[src/rtl/mem_copy_pkg.sv]
// Shared types for the memory copy/fill engine: FSM state encoding and the
// mode constants.
package mem_copy_pkg;

   typedef enum logic [1:0] {
      IDLE,
      READ,
      WRITE,
      FINISH
   } copy_state_t;

   localparam logic MODE_COPY = 1'b0;
   localparam logic MODE_FILL = 1'b1;

endpackage

[src/rtl/mem_copy_engine.sv]
// Word-granular block move / block fill bus master. A copy alternates one READ and one
// WRITE cycle per word, memmove-safe. A fill issues back-to-back WRITE cycles.
module mem_copy_engine
   import mem_copy_pkg::*;
#(
   parameter int unsigned ADDR_W    = 32,
   parameter int unsigned DATA_W    = 32,
   parameter int unsigned MEM_DEPTH = 1024,
   parameter int unsigned LEN_W     = 11
) (
   input  logic              clk,
   input  logic              rst,
   input  logic              start,
   input  logic              mode,
   input  logic [ADDR_W-1:0] src_addr,
   input  logic [ADDR_W-1:0] dst_addr,
   input  logic [LEN_W-1:0]  length,
   input  logic [DATA_W-1:0] fill_value,
   output logic              busy,
   output logic              done,
   output logic              error,
   output logic [LEN_W-1:0]  words_done,
   output logic              mem_read,
   output logic              mem_write,
   output logic [ADDR_W-1:0] address,
   output logic [DATA_W-1:0] write_data,
   input  logic [DATA_W-1:0] read_data
);

   localparam int unsigned SUM_W = LEN_W + ADDR_W + 1;
   localparam logic [SUM_W-1:0] DEPTH_EXT = SUM_W'(MEM_DEPTH);

   copy_state_t       state;
   logic              mode_q;
   logic              desc_q;
   logic              err_q;
   logic [ADDR_W-1:0] src_ptr;
   logic [ADDR_W-1:0] dst_ptr;
   logic [LEN_W-1:0]  len_q;
   logic [DATA_W-1:0] fill_q;
   logic [DATA_W-1:0] buf_q;

   logic [SUM_W-1:0]  src_ext;
   logic [SUM_W-1:0]  dst_ext;
   logic [SUM_W-1:0]  src_end;
   logic [SUM_W-1:0]  dst_end;
   logic              range_bad;
   logic              go_desc;

   // Widened sums so a range near the top of the address space cannot wrap into "valid".
   always_comb begin
      src_ext   = SUM_W'(src_addr);
      dst_ext   = SUM_W'(dst_addr);
      src_end   = src_ext + SUM_W'(length);
      dst_end   = dst_ext + SUM_W'(length);
      range_bad = (dst_end > DEPTH_EXT) || ((mode == MODE_COPY) && (src_end > DEPTH_EXT));
      go_desc   = (mode == MODE_COPY) && (src_ext < dst_ext) && (dst_ext < src_end);
   end

   always_ff @(posedge clk or posedge rst) begin
      if (rst) begin
         state      <= IDLE;
         mode_q     <= MODE_COPY;
         desc_q     <= 1'b0;
         err_q      <= 1'b0;
         src_ptr    <= '0;
         dst_ptr    <= '0;
         len_q      <= '0;
         fill_q     <= '0;
         buf_q      <= '0;
         words_done <= '0;
      end else begin
         unique case (state)
            IDLE: begin
               if (start) begin
                  mode_q     <= mode;
                  len_q      <= length;
                  fill_q     <= fill_value;
                  desc_q     <= go_desc;
                  words_done <= '0;
                  err_q      <= 1'b0;
                  if (go_desc) begin
                     src_ptr <= src_addr + ADDR_W'(length) - ADDR_W'(1);
                     dst_ptr <= dst_addr + ADDR_W'(length) - ADDR_W'(1);
                  end else begin
                     src_ptr <= src_addr;
                     dst_ptr <= dst_addr;
                  end
                  if (length == '0) begin
                     state <= FINISH;
                  end else if (range_bad) begin
                     err_q <= 1'b1;
                     state <= FINISH;
                  end else if (mode == MODE_COPY) begin
                     state <= READ;
                  end else begin
                     state <= WRITE;
                  end
               end
            end
            READ: begin
               buf_q <= read_data;
               state <= WRITE;
            end
            WRITE: begin
               if (desc_q) begin
                  src_ptr <= src_ptr - ADDR_W'(1);
                  dst_ptr <= dst_ptr - ADDR_W'(1);
               end else begin
                  src_ptr <= src_ptr + ADDR_W'(1);
                  dst_ptr <= dst_ptr + ADDR_W'(1);
               end
               words_done <= words_done + LEN_W'(1);
               if (words_done == len_q - LEN_W'(1)) begin
                  state <= FINISH;
               end else if (mode_q == MODE_COPY) begin
                  state <= READ;
               end
            end
            FINISH: begin
               err_q <= 1'b0;
               state <= IDLE;
            end
            default: state <= IDLE;
         endcase
      end
   end

   // Moore decode: bus depends only on state and latched registers, never on start.
   always_comb begin
      busy       = (state != IDLE);
      done       = (state == FINISH);
      error      = (state == FINISH) && err_q;
      mem_read   = (state == READ);
      mem_write  = (state == WRITE);
      address    = '0;
      write_data = '0;
      if (state == READ) begin
         address = src_ptr;
      end else if (state == WRITE) begin
         address    = dst_ptr;
         write_data = (mode_q == MODE_FILL) ? fill_q : buf_q;
      end
   end

endmodule
[config.mk]
export PLATFORM = sky130hd
export DESIGN_NAME = mem_copy_engine
export DESIGN_NICKNAME = d
export VERILOG_FILES = /design/src/rtl/mem_copy_pkg.sv /design/src/rtl/mem_copy_engine.sv
export SDC_FILE = /design/constraint.sdc
export NUM_CORES = 1
export LEC_CHECK = 0
export CAP_MARGIN = 20
export CORE_MARGIN = 5
export CORE_UTILIZATION = 25
export DETAILED_ROUTE_END_ITERATION = 10
export PLACE_DENSITY = 0.52
export SLEW_MARGIN = 10
export SYNTH_ARGS = -nofsm -noshare
export SYNTH_HDL_FRONTEND = slang
export SYNTH_SLANG_ARGS = --single-unit
[constraint.sdc]
create_clock -name clk -period 8.4 [get_ports clk]
set_input_delay 1.68 -clock clk [delete_from_list [all_inputs] [get_ports clk]]
set_output_delay 1.68 -clock clk [all_outputs]
set_load 0.05 [all_outputs]
==> summary.txt <==
Worst Skew -> 0.0154 ns
Starting Density -> 0.253
post-cts resize count -> 0
die footprint -> 79400 um^2
CTS clock-pin slew for the worst setup and hold paths -> 0.08 ns
hold path start -> fill_q[28]
CP max-delay cell -> o311a_4
critical path startpoint -> length[2]
critical path cell sequence -> clkdlybuf4s50_1, inv_1, ha_1, and3_1, a22oi_2, a211oi_4, a21o_1, and3_1, xnor2_1, inv_1, ha_1, a21oi_1, o21ai_0, a2111oi_0, o21ai_0, nor2_1, o311a_4, buf_12, mux2i_1, o22ai_1, a211oi_1
IO Pins -> 223
RSZ-0062 raised after global routing -> no
Post-CTS Setup Inserts -> 0
root buffer cell -> clkbuf_16
fillers -> 7874
initial antenna violation count -> 0
ANT nets after route -> 0
# diodes -> 0
dpl ws -> 1.14 ns
EDFF count, synth -> 0
core area -> 73100 um^2
total track usage -> 0.160
I/O Buffers -> 222
commonest non-fill, non-tap cell in the layout -> ha_1
path type of the worst min-delay path -> reg -> reg
crit path buf inv count -> 4
die height -> 282 um
first-pass GRT wire length -> 101 mm
H-tree levels -> 4
Pre-antenna DRT Iters -> 5
outcome -> completed
cells after synthesis -> 2300
flops & latches, synth -> 155
row cnt -> 99
DRC viols -> 0
syn_nets -> 2717
max_slew headroom -> 0.239
Max Cap Viol -> 0
final core occ -> 0.305
R2R cell count -> 12
clk_lat worst skew -> 0.45 ns
crit-path leading delay family -> compound AO/OA/AOI/OAI gates
Leak -> 9.96 nW
Reg-to-Reg Start -> desc_q
largest net degree at the start of global routing -> 90
Critical Path Source Type -> input port
Avg Inst Size Synth -> 8.03 um^2
fin crit period -> 6.79 ns
r2r setup slk -> 4.49 ns
WP data required -> 8.76 ns
setup violators final -> 0
synthesized cell area -> 18500 um^2
Die W -> 282 um
Synth Flop Type -> dfrtp_1
DRT Wirelength -> 65.9 mm
register area share after synthesis -> 0.210
vias per cell -> 5.04
share of cells above drive strength 1 -> 0.0489
distinct cell type count after synthesis -> 88
Worst-Margin Slew -> 1.11 ns
RR Endpoint -> src_ptr[31]
pwr/cell area -> 101 nW/um^2
Syn-to-layout area delta -> 20.8%
total power -> 0.00225 W
grt total ovfl -> 0
Worst Setup End Kind -> flop
Worst Path Arrival -> 7.15 ns
largest cells by area after synthesis -> dfrtp_1 (21%), ha_1 (18%), nand2_1 (5.0%)
Clock Sink Count -> 155
peak supply drop -> 0.000138 V
Tcrit/Tclk final -> 0.808
setup TNS -> 0 ns
WHS Path Cells -> 2
1st-iter DRT viols -> 1006
kind of critical path -> in -> reg
vias -> 17400
Final #Nets -> 2898
Yosys warnings -> 0
Routed wire per std cell -> 19.1 um
worst-path maximum fanout -> 49
DP HPWL -> 52.8 mm
Synth async-reset ratio -> 1.00
CP max stage delay -> 0.59 ns
Yosys top cell by area -> dfrtp_1
max-slew violation count -> 0
commonest cells after routing, fill and taps aside -> ha_1 (268), nand2_1 (245), clkdlybuf4s50_1 (222), nor2_1 (176), inv_1 (174)
Synth top area share -> 0.210
cts bufs inserted -> 17
CTS Hold Bufs -> 0
post-route worst setup slack -> 1.61 ns
Hold Fails Final Rpt -> 0
vias in the first global route -> 17000
fmax -> 147 MHz
CTS Buffer Depth -> 2
CTS tree -> done
Worst Hold End -> fill_q[28]
Final GP Congestion -> 0.907
[tightest hold or removal path, stage by stage, from the launching register on]
cell and delay (ns):
dfrtp_1 0.34, nand2_1 0.05, nand2_1 0.05
[registers in the layout (all words and copies together) (netlist names)]
signal	flops
buf_q	32
dst_ptr	32
fill_q	32
src_ptr	32
len_q	11
words_done	11
state	2
desc_q	1
err_q	1
mode_q	1
[layer usage]
| layer | global-route usage | vias to the layer above | share of wire |
|---|---|---|---|
| li1 | - | 8741 | - |
| met1 | 0.232 | 8185 | 0.49 |
| met2 | 0.255 | 433 | 0.44 |
| met3 | 0.0152 | 54 | 0.046 |
| met4 | 0.0409 | 0 | 0.020 |
| met5 | 0 | - | 0 |
[cell type report]
cell class	instances	area, um^2	share of cell area
clock buffer	18	429	0.0192
clock inverter	14	129	0.00578
inverter	176	666	0.0298
multi-input combinational	1895	13700	0.612
sequential	155	3880	0.174
tap	959	1200	0.0538
timing repair buffer	236	2340	0.105
[logic make-up after synthesis]
group           Yosys count  synth area share
fa+ha+maj               274             0.188
flops                   155             0.210
xor+xnor                157            0.0745
buf+inv                 250            0.0525
compound gates          708             0.258
simple gates            677             0.172
mux                      79            0.0451
[synth_stat cells (7+ instances only)]
cell type / number
o22ai_1: 49
nand2_1: 246
dfrtp_1: 155
nor3_1: 35
nor2b_1: 18
o2111ai_1: 10
inv_1: 175
and2_1: 19
a31oi_1: 23
and3_1: 22
buf_2: 7
a21o_1: 67
a211oi_1: 64
a21oi_1: 151
o211ai_1: 10
and4_1: 7
nand3_1: 48
xnor2_1: 105
nor4_1: 17
mux2i_1: 46
a22o_1: 31
or3_1: 11
nand4_1: 27
o221ai_1: 10
o21ai_0: 140
ha_1: 268
nand2b_1: 26
buf_1: 13
o21ai_1: 13
a211o_1: 9
o21a_1: 19
mux2_2: 33
o21bai_1: 22
nor2_1: 176
xor2_1: 52
clkbuf_1: 48
[how the worst max path moves through the flow]
stage | cells past startpoint | end | slack, ns
3_5_place_dp | 21 | dst_ptr[31] | 1.14
4_1_cts | 21 | dst_ptr[31] | 1.60
2_1_floorplan | 1 | buf_q[0] | 2.54
3_3_place_gp | 21 | src_ptr[28] | 1.26
6_report | 21 | dst_ptr[31] | 1.61
5_1_grt | 20 | src_ptr[28] | 1.25
[power by group]
group / leakage (nW) / total (W) / switching (W) / internal (W)
sequential: 1.82 / 0.000757 / 0.00000383 / 0.000754
clock: 0.271 / 0.000769 / 0.000377 / 0.000392
combinational: 7.87 / 0.000727 / 0.000420 / 0.000307
[through the flow]
stage	instance area (um^2)	instances	hold slack, ns
final	22300	3453	0.472
after global routing	22300	3453	0.501
after CTS	22300	3453	0.481
after detailed placement	21700	3421	0.462
after global placement	21700	3421	0.458
after floorplan	18500	2300	0.445
Power figures use the tool's default switching activity.
==> RTL change (same settings) <==
Set the parameter `LEN_W` to 22 (it was 11).
--- a/src/rtl/mem_copy_engine.sv
+++ b/src/rtl/mem_copy_engine.sv
@@ -8,3 +8,3 @@
    parameter int unsigned MEM_DEPTH = 1024,
-   parameter int unsigned LEN_W     = 11
+   parameter int unsigned LEN_W     = 22
 ) (
Ports: changed (resized length and words_done); port bits go from 223 to 245. No check against the original RTL was run, so the function may have changed too.
==> RTL change against the original RTL <==
- sequential cell count increased by 22
- setup slack got worse by 520 ps
- core utilization increased by 0.054 points
- largest cell class unchanged
- design area increased by 10%
- area after synthesis increased by 10%
- wire length increased by 14%
- hold slack improved by 7.9 ps
Power is not compared: it rests on default switching activity, and its combinational part moved more than twofold at a synthesized area within 25%.
==> RTL change: results <==
outcome:
  outcome: "complete, no violations"
drt:
  wirelength_mm: 75.0
  vias: 19391
  drtIter0Drc: 1386
timing:
  tightest_slew_ps: 938
  finalClockSkew_ps: 17.6
grt:
  grt_pass1_vias: 18870
  antenna_found_initial: 3
  track_usage_pct: 16.6
  grt_first_pass_wirelength_mm: 113
  grt_max_degree: 108
cts:
  path_clk_slew_ps: 90
  cts_max_path_buffers: 2
  h-tree-depth: 4
  cts-resized-gates: 0
  cts_buffers: 17
cells_and_area:
  fillCellCount: 8606
  fin_nets: 3206
  drive_above_1_share_pct: 4.15
synthesis:
  postSynth.asyncResetShare_pct: 100
  syn_nets: 3015
  ys_top_cells_by_area: "dfrtp_1 (22%), ha_1 (18%), a21oi_1 (5.1%), xnor2_1 (4.9%), nand2_1 (4.8%)"
  ys.warnings.count: 0
  synth_ff_type: "dfrtp_1"
  synthTopCellsByCount: "ha_1 (289), nand2_1 (262), inv_1 (221)"
  yosysSeqAreaShare_pct: 21.8
  ys_types: 86
place:
  io_buffers: 244
  place_area_sq_mm: 0.0239
  dp_hpwl_mm: 61.0
  gp_congestion: 0.923
setup_path:
  crit_fanout: 7
  slowest_stage: "clkdlybuf4s50_1"
  max_stage_delay_ps: 610
  critPathArrivalTime_ps: 7660
power:
  irDropWorstVdd_v: 0.000159
[RTL change: per-layer routing]
layer / track usage, % / vias to the layer above / share of wire (%)
met5: 0 / - / 0
met1: 24.5 / 9150 / 49
met3: 1.44 / 75 / 4.7
met2: 26.0 / 522 / 44
met4: 4.27 / 0 / 2.3
li1: - / 9644 / -
[RTL change: worst reg2reg max path, delay by kind of cell, from the launching register on]
kind / cells / cell delay (ps)
AO/OA/AOI/OAI: 9 / 2650
buffers and inverters: 1 / 650
flip-flops: 1 / 580
adder cells (fa/ha/maj): 1 / 390
XOR/XNOR: 1 / 110
[RTL change: kinds of logic after synthesis]
family          after synthesis  share of synthesized area, %
simple gates                745                          17.1
mux                          85                          4.39
fa+ha+maj                   295                          18.4
compound gates              768                          24.6
flops                       177                          21.8
xor+xnor                    187                          8.05
buf+inv                     309                          5.78
[RTL change: metrics by stage]
| step | instances | hold slack (ps) | worst slack, ps | utilization [%] |
|---|---|---|---|---|
| after detailed placement | 3797 | 463 | 618 | 29.7 |
| after global routing | 3833 | 494 | 645 | 30.6 |
| after floorplan | 2566 | 445 | 1870 | - |
| final | 3833 | 480 | 1090 | 30.6 |
| after CTS | 3829 | 484 | 1110 | 30.5 |
| after global placement | 3796 | 458 | 613 | 29.7 |
[RTL change: worst paths after layout]
check | from | endpoint | slack [ps] | cells after the start
max | src_addr[1] | src_ptr[30] | 1090 | 23
min | fill_q[0] | fill_q[0] | 480 | 2
max reg2reg | desc_q | dst_ptr[24] | 3900 | 12
min reg2reg | fill_q[0] | fill_q[0] | 480 | 2
max in group asynchronous | rst | words_done[19] | 5100 | 3
min in group asynchronous | rst | words_done[6] | 1760 | 2
[RTL change: power by group]
part           total (mW)  leakage, nW  switching (mW)  internal [mW]
registers            1.59         2.18           0.347           1.24
clock network       0.872        0.308           0.412          0.460
logic                4.91         8.54            3.03           1.88
total                7.37         11.0            3.79           3.58
[RTL change: cell type report]
cell class              count  share of cell area [%]
diodes                      3                  0.0305
clock buffers              17                    1.73
clock inverters            15                   0.884
inverters                 221                    3.40
multi-input cells        2080                    60.0
flip-flops and latches    177                    18.0
well taps                1060                    5.39
repair buffers            260                    10.6
